==> src/rtl/fft32_ctrl_pkg.sv <==
// fft32_ctrl_pkg: shared phase encoding, frame constants and stage-offset helper for the FFT32 controller
package fft32_ctrl_pkg;

    localparam int FRAME_CYC = 16;
    localparam int CNT_W     = $clog2(FRAME_CYC);

    // Inter-stage delay line lengths for stages 1..4 of the MDC pipeline.
    localparam int STAGE_DLY [1:4] = '{8, 4, 2, 1};

    // Enum values double as the com_mask bit position of each phase.
    typedef enum logic [2:0] {
        PH_IDLE  = 3'd0,
        PH_FILL  = 3'd1,
        PH_RUN   = 3'd2,
        PH_DRAIN = 3'd3,
        PH_DONE  = 3'd4
    } phase_t;

    // Valid-pipe tap of stage k (k=5 gives the output tap).
    function automatic int stage_off(input int k, input int bf_lat);
        int off = 1;
        for (int i = 1; i < k; i++) off += STAGE_DLY[i] + bf_lat;
        return off;
    endfunction

endpackage

==> src/rtl/fft32_commutator_ctrl_if.sv <==
// fft32_commutator_ctrl_if: stream/commutator control bundle between source, controller and datapath
// master: drives in_valid, observes controls. slave: controller side.
interface fft32_commutator_ctrl_if;

    logic       in_valid;
    logic       pipe_en;
    logic [4:0] state_com_mode;
    logic [6:0] com_mask;
    logic       out_valid;
    logic       frame_done;
    logic       busy;

    modport master (
        output in_valid,
        input  pipe_en, state_com_mode, com_mask, out_valid, frame_done, busy
    );

    modport slave (
        input  in_valid,
        output pipe_en, state_com_mode, com_mask, out_valid, frame_done, busy
    );

endinterface

==> src/rtl/fft32_stage_timer.sv <==
// fft32_stage_timer: per-stage local counter producing the commutator switch/bypass bit
// Ports: clk, rst (async, active high); active = valid-pipe tap at OFFSET; pipe_en; mode (0=switch, 1=bypass).
module fft32_stage_timer
    import fft32_ctrl_pkg::*;
#(
    parameter int OFFSET  = 1,
    parameter int TOG_BIT = 3
) (
    input  logic clk,
    input  logic rst,
    input  logic active,
    input  logic pipe_en,
    output logic mode
);

    logic [CNT_W-1:0] lc;

    always_ff @(posedge clk or posedge rst) begin
        if (rst) lc <= '0;
        else if (active & pipe_en) lc <= lc + 1'b1;
    end

    // A stage tapped at offset 0 would precede the first register; it can only bypass.
    if (OFFSET > 0) begin : g_tap
        assign mode = ~(active & lc[TOG_BIT]);
    end else begin : g_none
        assign mode = 1'b1;
    end

endmodule

==> src/rtl/fft32_commutator_ctrl.sv <==
// fft32_commutator_ctrl: sequencing controller for the 32-point MDC FFT pipeline (2 samples/cycle)
// Ports: clk, rst (async, active high); bus (slave): in_valid in; pipe_en, state_com_mode[4:0],
//   com_mask[6:0] (one-hot phase), out_valid, frame_done, busy out.
module fft32_commutator_ctrl
    import fft32_ctrl_pkg::*;
#(
    parameter int BF_LAT = 1
) (
    input logic                    clk,
    input logic                    rst,
    fft32_commutator_ctrl_if.slave bus
);

    localparam int OUT = stage_off(5, BF_LAT);

    phase_t           state;
    logic [OUT:1]     vp;
    logic [CNT_W-1:0] in_cnt;
    logic [CNT_W-1:0] out_cnt;
    logic [4:1]       mode;
    logic             boundary;
    logic             vp_any;
    logic             drain_empty;
    logic             pipe_en;
    logic             out_valid;

    assign boundary    = in_cnt == '0;
    assign vp_any      = |vp;
    // Pipe is empty after this cycle's shift (drain always shifts, no input in that branch).
    assign drain_empty = ~|vp[OUT-1:1];

    // Closing a frame with no new input starts the drain on this very cycle, so the tail
    // never sees a bubble; a mid-frame gap stalls everything.
    assign pipe_en = ~rst & ((state == PH_DRAIN) | bus.in_valid |
                             ((state == PH_FILL || state == PH_RUN) & boundary & vp_any));

    assign out_valid          = vp[OUT] & pipe_en;
    assign bus.pipe_en        = pipe_en;
    assign bus.out_valid      = out_valid;
    assign bus.frame_done     = out_valid & (&out_cnt);
    assign bus.state_com_mode = {mode, 1'b1};
    assign bus.com_mask       = 7'b1 << state;
    assign bus.busy           = state != PH_IDLE;

    always_ff @(posedge clk or posedge rst) begin
        if (rst) begin
            state   <= PH_IDLE;
            vp      <= '0;
            in_cnt  <= '0;
            out_cnt <= '0;
        end else begin
            if (pipe_en) vp <= {vp[OUT-1:1], bus.in_valid};
            if (pipe_en & bus.in_valid) in_cnt <= in_cnt + 1'b1;
            if (out_valid) out_cnt <= out_cnt + 1'b1;
            case (state)
                PH_IDLE:  if (bus.in_valid) state <= PH_FILL;
                PH_FILL:  if (boundary & ~bus.in_valid & vp_any) state <= PH_DRAIN;
                          else if (vp[OUT]) state <= PH_RUN;
                PH_RUN:   if (boundary & ~bus.in_valid) state <= PH_DRAIN;
                PH_DRAIN: if (bus.in_valid) state <= PH_RUN;
                          else if (drain_empty) state <= PH_DONE;
                PH_DONE:  state <= bus.in_valid ? PH_FILL : PH_IDLE;
                default:  state <= PH_IDLE;
            endcase
        end
    end

    for (genvar k = 1; k <= 4; k++) begin : g_stage
        fft32_stage_timer #(
            .OFFSET (stage_off(k, BF_LAT)),
            .TOG_BIT(4 - k)
        ) u_timer (
            .clk    (clk),
            .rst    (rst),
            .active (vp[stage_off(k, BF_LAT)]),
            .pipe_en(pipe_en),
            .mode   (mode[k])
        );
    end

endmodule

==> src/flat_wrapper.sv <==
// flat-port wrapper written by rule: the top's interface ports become plain ports
module fft32_commutator_ctrl_flat import fft32_ctrl_pkg::*;
#(
    parameter int BF_LAT = 1
)
  (clk, rst, bus_in_valid, bus_pipe_en, bus_state_com_mode, bus_com_mask, bus_out_valid, bus_frame_done, bus_busy);
  fft32_commutator_ctrl_if bus_i ();
  input logic clk;
  input logic rst;
  input wire logic [$bits(bus_i.in_valid)-1:0] bus_in_valid;
  output wire logic [$bits(bus_i.pipe_en)-1:0] bus_pipe_en;
  output wire logic [$bits(bus_i.state_com_mode)-1:0] bus_state_com_mode;
  output wire logic [$bits(bus_i.com_mask)-1:0] bus_com_mask;
  output wire logic [$bits(bus_i.out_valid)-1:0] bus_out_valid;
  output wire logic [$bits(bus_i.frame_done)-1:0] bus_frame_done;
  output wire logic [$bits(bus_i.busy)-1:0] bus_busy;
  assign bus_i.in_valid = bus_in_valid;
  assign bus_pipe_en = bus_i.pipe_en;
  assign bus_state_com_mode = bus_i.state_com_mode;
  assign bus_com_mask = bus_i.com_mask;
  assign bus_out_valid = bus_i.out_valid;
  assign bus_frame_done = bus_i.frame_done;
  assign bus_busy = bus_i.busy;
  fft32_commutator_ctrl #(.BF_LAT(BF_LAT)) u_core (.clk(clk), .rst(rst), .bus(bus_i));
endmodule
==> config.mk <==
export PLATFORM = sky130hd
export DESIGN_NAME = fft32_commutator_ctrl_flat
export DESIGN_NICKNAME = d
export VERILOG_FILES = /design/src/rtl/fft32_ctrl_pkg.sv /design/src/rtl/fft32_commutator_ctrl_if.sv /design/src/rtl/fft32_stage_timer.sv /design/src/rtl/fft32_commutator_ctrl.sv /design/src/flat_wrapper.sv
export SDC_FILE = /design/constraint.sdc
export NUM_CORES = 1
export LEC_CHECK = 0
export BUFFER_PORTS_ARGS = -buffer_cell sky130_fd_sc_hd__buf_2
export CAP_MARGIN = 20
export CORE_ASPECT_RATIO = 1.5
export CORE_UTILIZATION = 35
export CTS_CLUSTER_SIZE = 25
export DETAILED_ROUTE_END_ITERATION = 7
export HOLD_SLACK_MARGIN = 0.06
export PLACE_DENSITY_LB_ADDON = 0.3
export SLEW_MARGIN = 20
export SYNTH_ARGS = -nofsm -noshare
export SYNTH_HDL_FRONTEND = slang
export SYNTH_SLANG_ARGS = --single-unit
==> constraint.sdc <==
create_clock -name clk -period 4.78 [get_ports clk]
set_input_delay 0.239 -clock clk [delete_from_list [all_inputs] [get_ports clk]]
set_output_delay 0.239 -clock clk [all_outputs]
set_load 0.02 [all_outputs]
==> results of run 1 <==
==> placed cells by master (no fill, tap or decap), types with 2 or more instances in the layout <==
cell	instances
a211oi_1	4
a21oi_1	3
a31oi_1	2
buf_2	17
clkbuf_8	5
dfrtp_1	41
ha_1	5
inv_1	9
mux2_2	12
mux2_4	9
nand2_1	19
nand2b_1	2
nand3_1	3
nand4_1	3
nor2_1	8
nor3_1	3
nor3b_1	2
nor4_1	5
o21ai_0	3
o22ai_1	2
or3_1	4
xnor2_1	9
xor2_1	6
==> cell type report <==
class                   instances  area, um^2  area share [%]
clock buffers                   5       68.82           3.047
multi-input cells             118       924.6           40.94
well taps                      70       87.58           3.878
inverters                       9       33.78           1.496
flip-flops and latches         41        1026           45.43
clock inverters                 3       25.02           1.108
repair buffers                 18       92.59           4.100
==> metrics by stage <==
step           instances  worst slack (ps)  hold WS, ps  util, %  area (um^2)
6_report             264              1937        76.14    40.52         2258
4_1_cts              264              1917        88.85    40.52         2258
2_1_floorplan        179              2188        441.5        -         2061
3_5_place_dp         256              2259        417.0    38.83         2165
5_1_grt              264              1783        144.0    40.52         2258
3_3_place_gp         256              2284        413.8    38.83         2165
==> routing by layer <==
metal	GRT usage (%)	vias to the layer above	part of all wire (%)
met5	0	-	0
met2	22.81	19	49
li1	-	647	-
met4	7.963	0	2.6
met1	17.42	631	46
met3	2.607	9	2.5
==> flip-flops by register name, summed over array words and instances (netlist names) <==
signal	count
u_core.out_cnt	4
u_core.state	3
u_core.vp	20
u_core.in_cnt	4
u_core.g_stage.u_timer.lc	10
==> final timing paths <==
check,end,slack [ps],depth (start not counted)
setup / recovery,bus_pipe_en,1940,7
hold / removal,u_core.state[2],80,2
setup reg to reg,u_core.vp[19],2240,7
hold reg to reg,u_core.g_stage[2].u_timer.lc[2],470,1
max in group asynchronous,u_core.vp[13],3900,3
min in group clk,u_core.state[2],220,2
==> power by group through the flow <==
stage | clock [mW] | sequential (mW) | combinational (mW)
2_1_floorplan | 0 | 0.626 | 0.454
3_3_place_gp | 0 | 0.674 | 0.489
3_5_place_dp | 0 | 0.678 | 0.497
4_1_cts | 0.243 | 0.672 | 0.502
5_1_grt | 0.256 | 0.699 | 0.553
6_report | 0.234 | 0.668 | 0.491
==> kinds of logic after synthesis <==
| logic type | synth area share (%) |
|---|---|
| other cells | 0.1820 |
| xor+xnor | 6.375 |
| buf+inv | 5.343 |
| compound gates | 8.865 |
| simple gates | 13.30 |
| mux | 13.11 |
| flops | 49.79 |
| fa+ha+maj | 3.036 |
==> impl_metrics.csv, run 1 <==
group,metric,value,unit
drt,antenna_left,0,
synthesis,synthTopCellsByCount,"dfrtp_1, nand2_1, mux2_2",
synthesis,yosysMostFrequentCell,"dfrtp_1",
pwr,netSwitchingFraction,36.79,%
pwr,powerDensity,617.1,nW/um^2
pwr,p_clk_share,16.8,%
clocking,cts-buffers-inserted,5,
layout,areaGrowthSynthToFinish,9.593,%
pwr,p_seq_share,48.0,%
clocking,cts-resized-gates,0,
setup_path,crit_type,"reg -> out",
sta,timing.final.crit_share,59.49,%
place,dp_hpwl,2590,um
setup_path,crit_buf_inv,2,
synthesis,ys_top_cells_by_area,"dfrtp_1, mux2_4, mux2_2",
drt,drt_iter0_markers,66,
setup_path,cp_top_family,"compound AO/OA/AOI/OAI gates",
pwr,power.net_switching,0.5127,mW
pwr,combPwrFrac,35.3,%
clocking,cts_tree,"yes",
setup_path,cp_max_fo,19,
synthesis,async_reset_ff_share,100.0,%
die,coreArea,5574,um^2
die,fp.dieH,95.98,um
die,dieArea,6205,um^2
clocking,cts_sinks,41,
clocking,post_cts_buffers,0,
place,gp_congestion,0.8032,
die,rows,33,
place,io_buffers,17,
synthesis,yosys_warnings,0,
sta,max_freq,351.7,MHz
synthesis,syn_inst,179,
sta,min_period,2843,ps
clocking,clock_tree.root_cell,"clkbuf_8",
pwr,p_leak,0.9755,nW
synthesis,synth-edff-count,0,
drt,via_count,1306,
grt,grt.overflow.total,0,
drt,wl_per_cell,13.73,um
sta,max_slew.worst_pin.slew,705.8,ps
setup_path,crit_arrival,2600,ps
synthesis,ys_types,38,
pwr,p_total,1.394,mW
drt,drt_first_pass_iters,4,
synthesis,syn_area_per_cell,11.51,um^2
grt,grt_pass1_vias,1343,
sta,setup_viol,0,
synthesis,yosys.area.top_type_share,49.79,%
grt,grt_antenna_before_repair,0,
die,pin_count,19,
pwr,internal-power,0.8809,mW
grt,grt_usage,14.03,%
sta,finalHoldViolations,0,
setup_path,end_kind,"output port",
run,cap_violations,0,
drt,avgViaCountPerCell,4.947,
status,status,"complete, no violations",
grt,grt_pass1_wl,6513,um
sta,final.setup.tns,0,ps
setup_path,crit_chain,"inv_1 > ha_1 > or3b_4 > nor3_4 > o31ai_4 > a21oi_4 > buf_2",
synthesis,synth_area_leader_cell,"dfrtp_1",
clocking,htreeDepth,2,
clocking,clk_pin_slew,90,ps
sta,clock_skew,9.603,ps
setup_path,startpoint,"u_core.in_cnt[0]",
grt,grt_max_degree,32,
die,start_util,36.97,%
setup_path,max_stage_delay,600,ps
layout,fillers,567,
synthesis,syn-cell-area,2061,um^2
synthesis,syn-num-nets,187,
pwr,vdd.ir_drop.worst,0.1929,mV
clocking,clk_path_buf_depth,2,
synthesis,synth_flop_cell,"dfrtp_1",
synthesis,ys_seq_area_share,49.79,%
setup_path,worstPathRequired,4540,ps
setup_path,r2r-start,"u_core.in_cnt[0]",
clocking,cts.hold.buffers_added,0,
setup_path,crit_path_top_delay_cell,"a21oi_4",
sta,maxSlewViolCount,0,
sta,grt_setup_unrepaired,"false",
clocking,clk_latency,300,ps
synthesis,ys_ff_latch,41,
worst_hold_path,min_path_type,"in -> async",
die,die_w,64.65,um
setup_path,critPathLaunchType,"register",
drt,wl,3625,um
drt,drc,0,
layout,drive_gt1_share,27.32,%
layout,nets,201,
sta,relSlewSlack,52.84,%
layout,diodes,0,
No activity file was read; power rests on OpenSTA's default activity.
==> inputs of run 2 (changes only) <==
--- a/config.mk
+++ b/config.mk
@@ -5,6 +5,7 @@
 export SDC_FILE = /design/constraint.sdc
 export NUM_CORES = 1
 export LEC_CHECK = 0
+export ABC_AREA = 1
 export BUFFER_PORTS_ARGS = -buffer_cell sky130_fd_sc_hd__buf_2
 export CAP_MARGIN = 20
 export CORE_ASPECT_RATIO = 1.5
==> constraint.sdc (replaced) <==
create_clock -name clk -period 2.5 [get_ports clk]
set_input_delay 0.125 -clock clk [delete_from_list [all_inputs] [get_ports clk]]
set_output_delay 0.125 -clock clk [all_outputs]
set_load 0.02 [all_outputs]
==> impl_metrics.csv, run 2 <==
group,metric,value,unit
setup_path,cp_max_fo,19,
synthesis,yosysMostFrequentCell,"nand2_1",
setup_path,end_kind,"output port",
clocking,clock_tree.root_cell,"clkbuf_8",
sta,finalHoldViolations,0,
grt,grt_usage,14.00,%
synthesis,synth_flop_cell,"dfrtp_1",
layout,areaGrowthSynthToFinish,9.048,%
clocking,post_cts_buffers,0,
synthesis,synth_area_leader_cell,"dfrtp_1",
place,gp_congestion,0.7925,
setup_path,crit_path_top_delay_cell,"dfrtp_1",
synthesis,synth-edff-count,0,
drt,drt_iter0_markers,88,
drt,drc,0,
clocking,clk_pin_slew,80,ps
synthesis,yosys_warnings,0,
clocking,clk_latency,300,ps
setup_path,crit_end,"bus_frame_done",
setup_path,crit_chain,"nor2_1 > nand2_1 > a21oi_1 > nand2_1 > nand2_2 > buf_4 > nand3_2 > nor2_1 > buf_2",
status,status,"complete, no violations",
sta,min_period,2167,ps
synthesis,ys_seq_area_share,48.18,%
setup_path,r2r-start,"u_core.state[0]",
clocking,cts-buffers-inserted,5,
drt,antenna_left,0,
die,coreArea,5828,um^2
grt,grt_pass1_wl,7051,um
layout,diodes,0,
setup_path,r2r_end,"u_core.g_stage[2].u_timer.lc[1]",
clocking,cts-resized-gates,0,
sta,setup_viol,0,
synthesis,syn_inst,267,
setup_path,crit_buf_inv,2,
synthesis,synthTopCellsByCount,"nand2_1, dfrtp_1, inv_1, nor2_1, nand4_1",
layout,drive_gt1_share,12.46,%
synthesis,yosys.area.top_type_share,48.18,%
synthesis,ys_top_cells_by_area,"dfrtp_1, nand2_1, nand4_1",
pwr,p_total,2.656,mW
pwr,powerDensity,1144,nW/um^2
place,io_buffers,17,
setup_path,startpoint,"u_core.state[0]",
pwr,p_leak,1.290,nW
clocking,clk_path_buf_depth,2,
synthesis,ys_types,23,
setup_path,ff2ff_setup_slack,780,ps
sta,maxSlewViolCount,0,
setup_path,critPathLaunchType,"register",
drt,via_count,1663,
die,pin_count,19,
grt,grt_max_degree,47,
die,fp.dieH,97.53,um
layout,final_common_cell,"nand2_1",
setup_path,crit_arrival,2040,ps
die,rows,34,
setup_path,crit_type,"reg -> out",
pwr,vdd.ir_drop.worst,0.2939,mV
sta,timing.final.crit_share,86.68,%
layout,postLayoutCellArea,2322,um^2
synthesis,async_reset_ff_share,100.0,%
layout,largest_reg_flops,20,
layout,final_cell_mix,"nand2_1, dfrtp_1, nor2_1, inv_1, buf_2",
layout,final_util,39.85,%
sta,max_freq,461.5,MHz
place,placed_area,2216,um^2
drt,wl,3943,um
drt,drt_first_pass_iters,4,
grt,grt.overflow.total,0,
clocking,cts_tree,"yes",
run,cap_violations,0,
sta,grt_setup_unrepaired,"false",
die,start_util,36.54,%
grt,grt_antenna_before_repair,0,
synthesis,ys_ff_latch,41,
die,dieArea,6407,um^2
sta,final.setup.tns,0,ps
layout,nets,288,
layout,reg.largest.list,"u_core.vp: 20 flops, u_core.g_stage.u_timer.lc: 10 flops",
setup_path,worstPathRequired,2380,ps
clocking,cts.hold.buffers_added,1,
setup_path,max_stage_delay,450,ps
setup_path,cp_top_family,"simple AND/OR/NAND/NOR gates",
synthesis,syn-num-nets,275,
setup_path,reg2reg_depth,9,
sta,clock_skew,10.45,ps
place,dp_hpwl,2759,um
worst_hold_path,min_path_type,"in -> reg",
clocking,htreeDepth,2,
clocking,cts_sinks,41,
synthesis,syn-cell-area,2130,um^2
drt,wl_per_cell,11.17,um
setup_path,cp.depth,9,
drt,avgViaCountPerCell,4.711,
layout,regMostFlops,"u_core.vp",
die,die_w,65.69,um
synthesis,syn_area_per_cell,7.976,um^2
grt,grt_pass1_vias,1637,
-- run 2: cell families (layout without fill, tap and decap cells) --
logic type	after synthesis	in the layout	synth area share [%]
compound gates	10	10	2.585
xor+xnor	9	9	3.702
fa+ha+maj	5	5	2.938
other cells	1	1	0.1761
flops	41	41	48.18
buf+inv	39	53	9.871
simple gates	162	162	32.55
-- run 2: stage by stage --
step           setup slack (ps)  cells  hold WS, ps
2_1_floorplan             488.4    267        281.4
4_1_cts                   298.2    353        181.0
6_report                  332.9    353        196.9
3_3_place_gp              638.2    344        156.5
5_1_grt                   124.1    353        218.5
3_5_place_dp              622.2    344        151.3
-- run 2: how the worst min path moves through the flow --
stage                       from               end  slack, ps  cells after the start
finish              bus_in_valid   u_core.state[2]        200                      4
CTS                 bus_in_valid   u_core.state[2]        180                      4
detailed placement           rst  u_core.in_cnt[3]        150                      2
global placement             rst  u_core.in_cnt[0]        160                      2
global route        bus_in_valid   u_core.state[2]        220                      4
floorplan           bus_in_valid   u_core.state[2]        280                      3
-- run 2: worst min-delay path, cell delays in order --
cell,delay [ps]
buf_2,140
nor2_1,90
inv_1,50
nor2_1,40
-- run 2: power by group --
part / switching [mW] / internal, mW
Clock: 0.240 / 0.224
Sequential: 0.254 / 0.930
Combinational: 0.639 / 0.369
Total: 1.13 / 1.52
-- run 2: metal layers --
metal	routed length [um]	vias to the layer above	track usage, %
met3	87	10	3.169
met1	1843	778	17.49
met4	102	0	6.355
met5	0	-	0
li1	-	854	-
met2	1911	21	22.37
-- run 2: final cells by class --
cell class / count / area, um^2
clock buffers: 6 / 82.58
clock inverters: 2 / 13.76
fillers: 600 / 3506
inverters: 25 / 93.84
multi-input cells: 187 / 893.4
flip-flops and latches: 41 / 1026
well taps: 72 / 90.09
repair buffers: 20 / 122.6
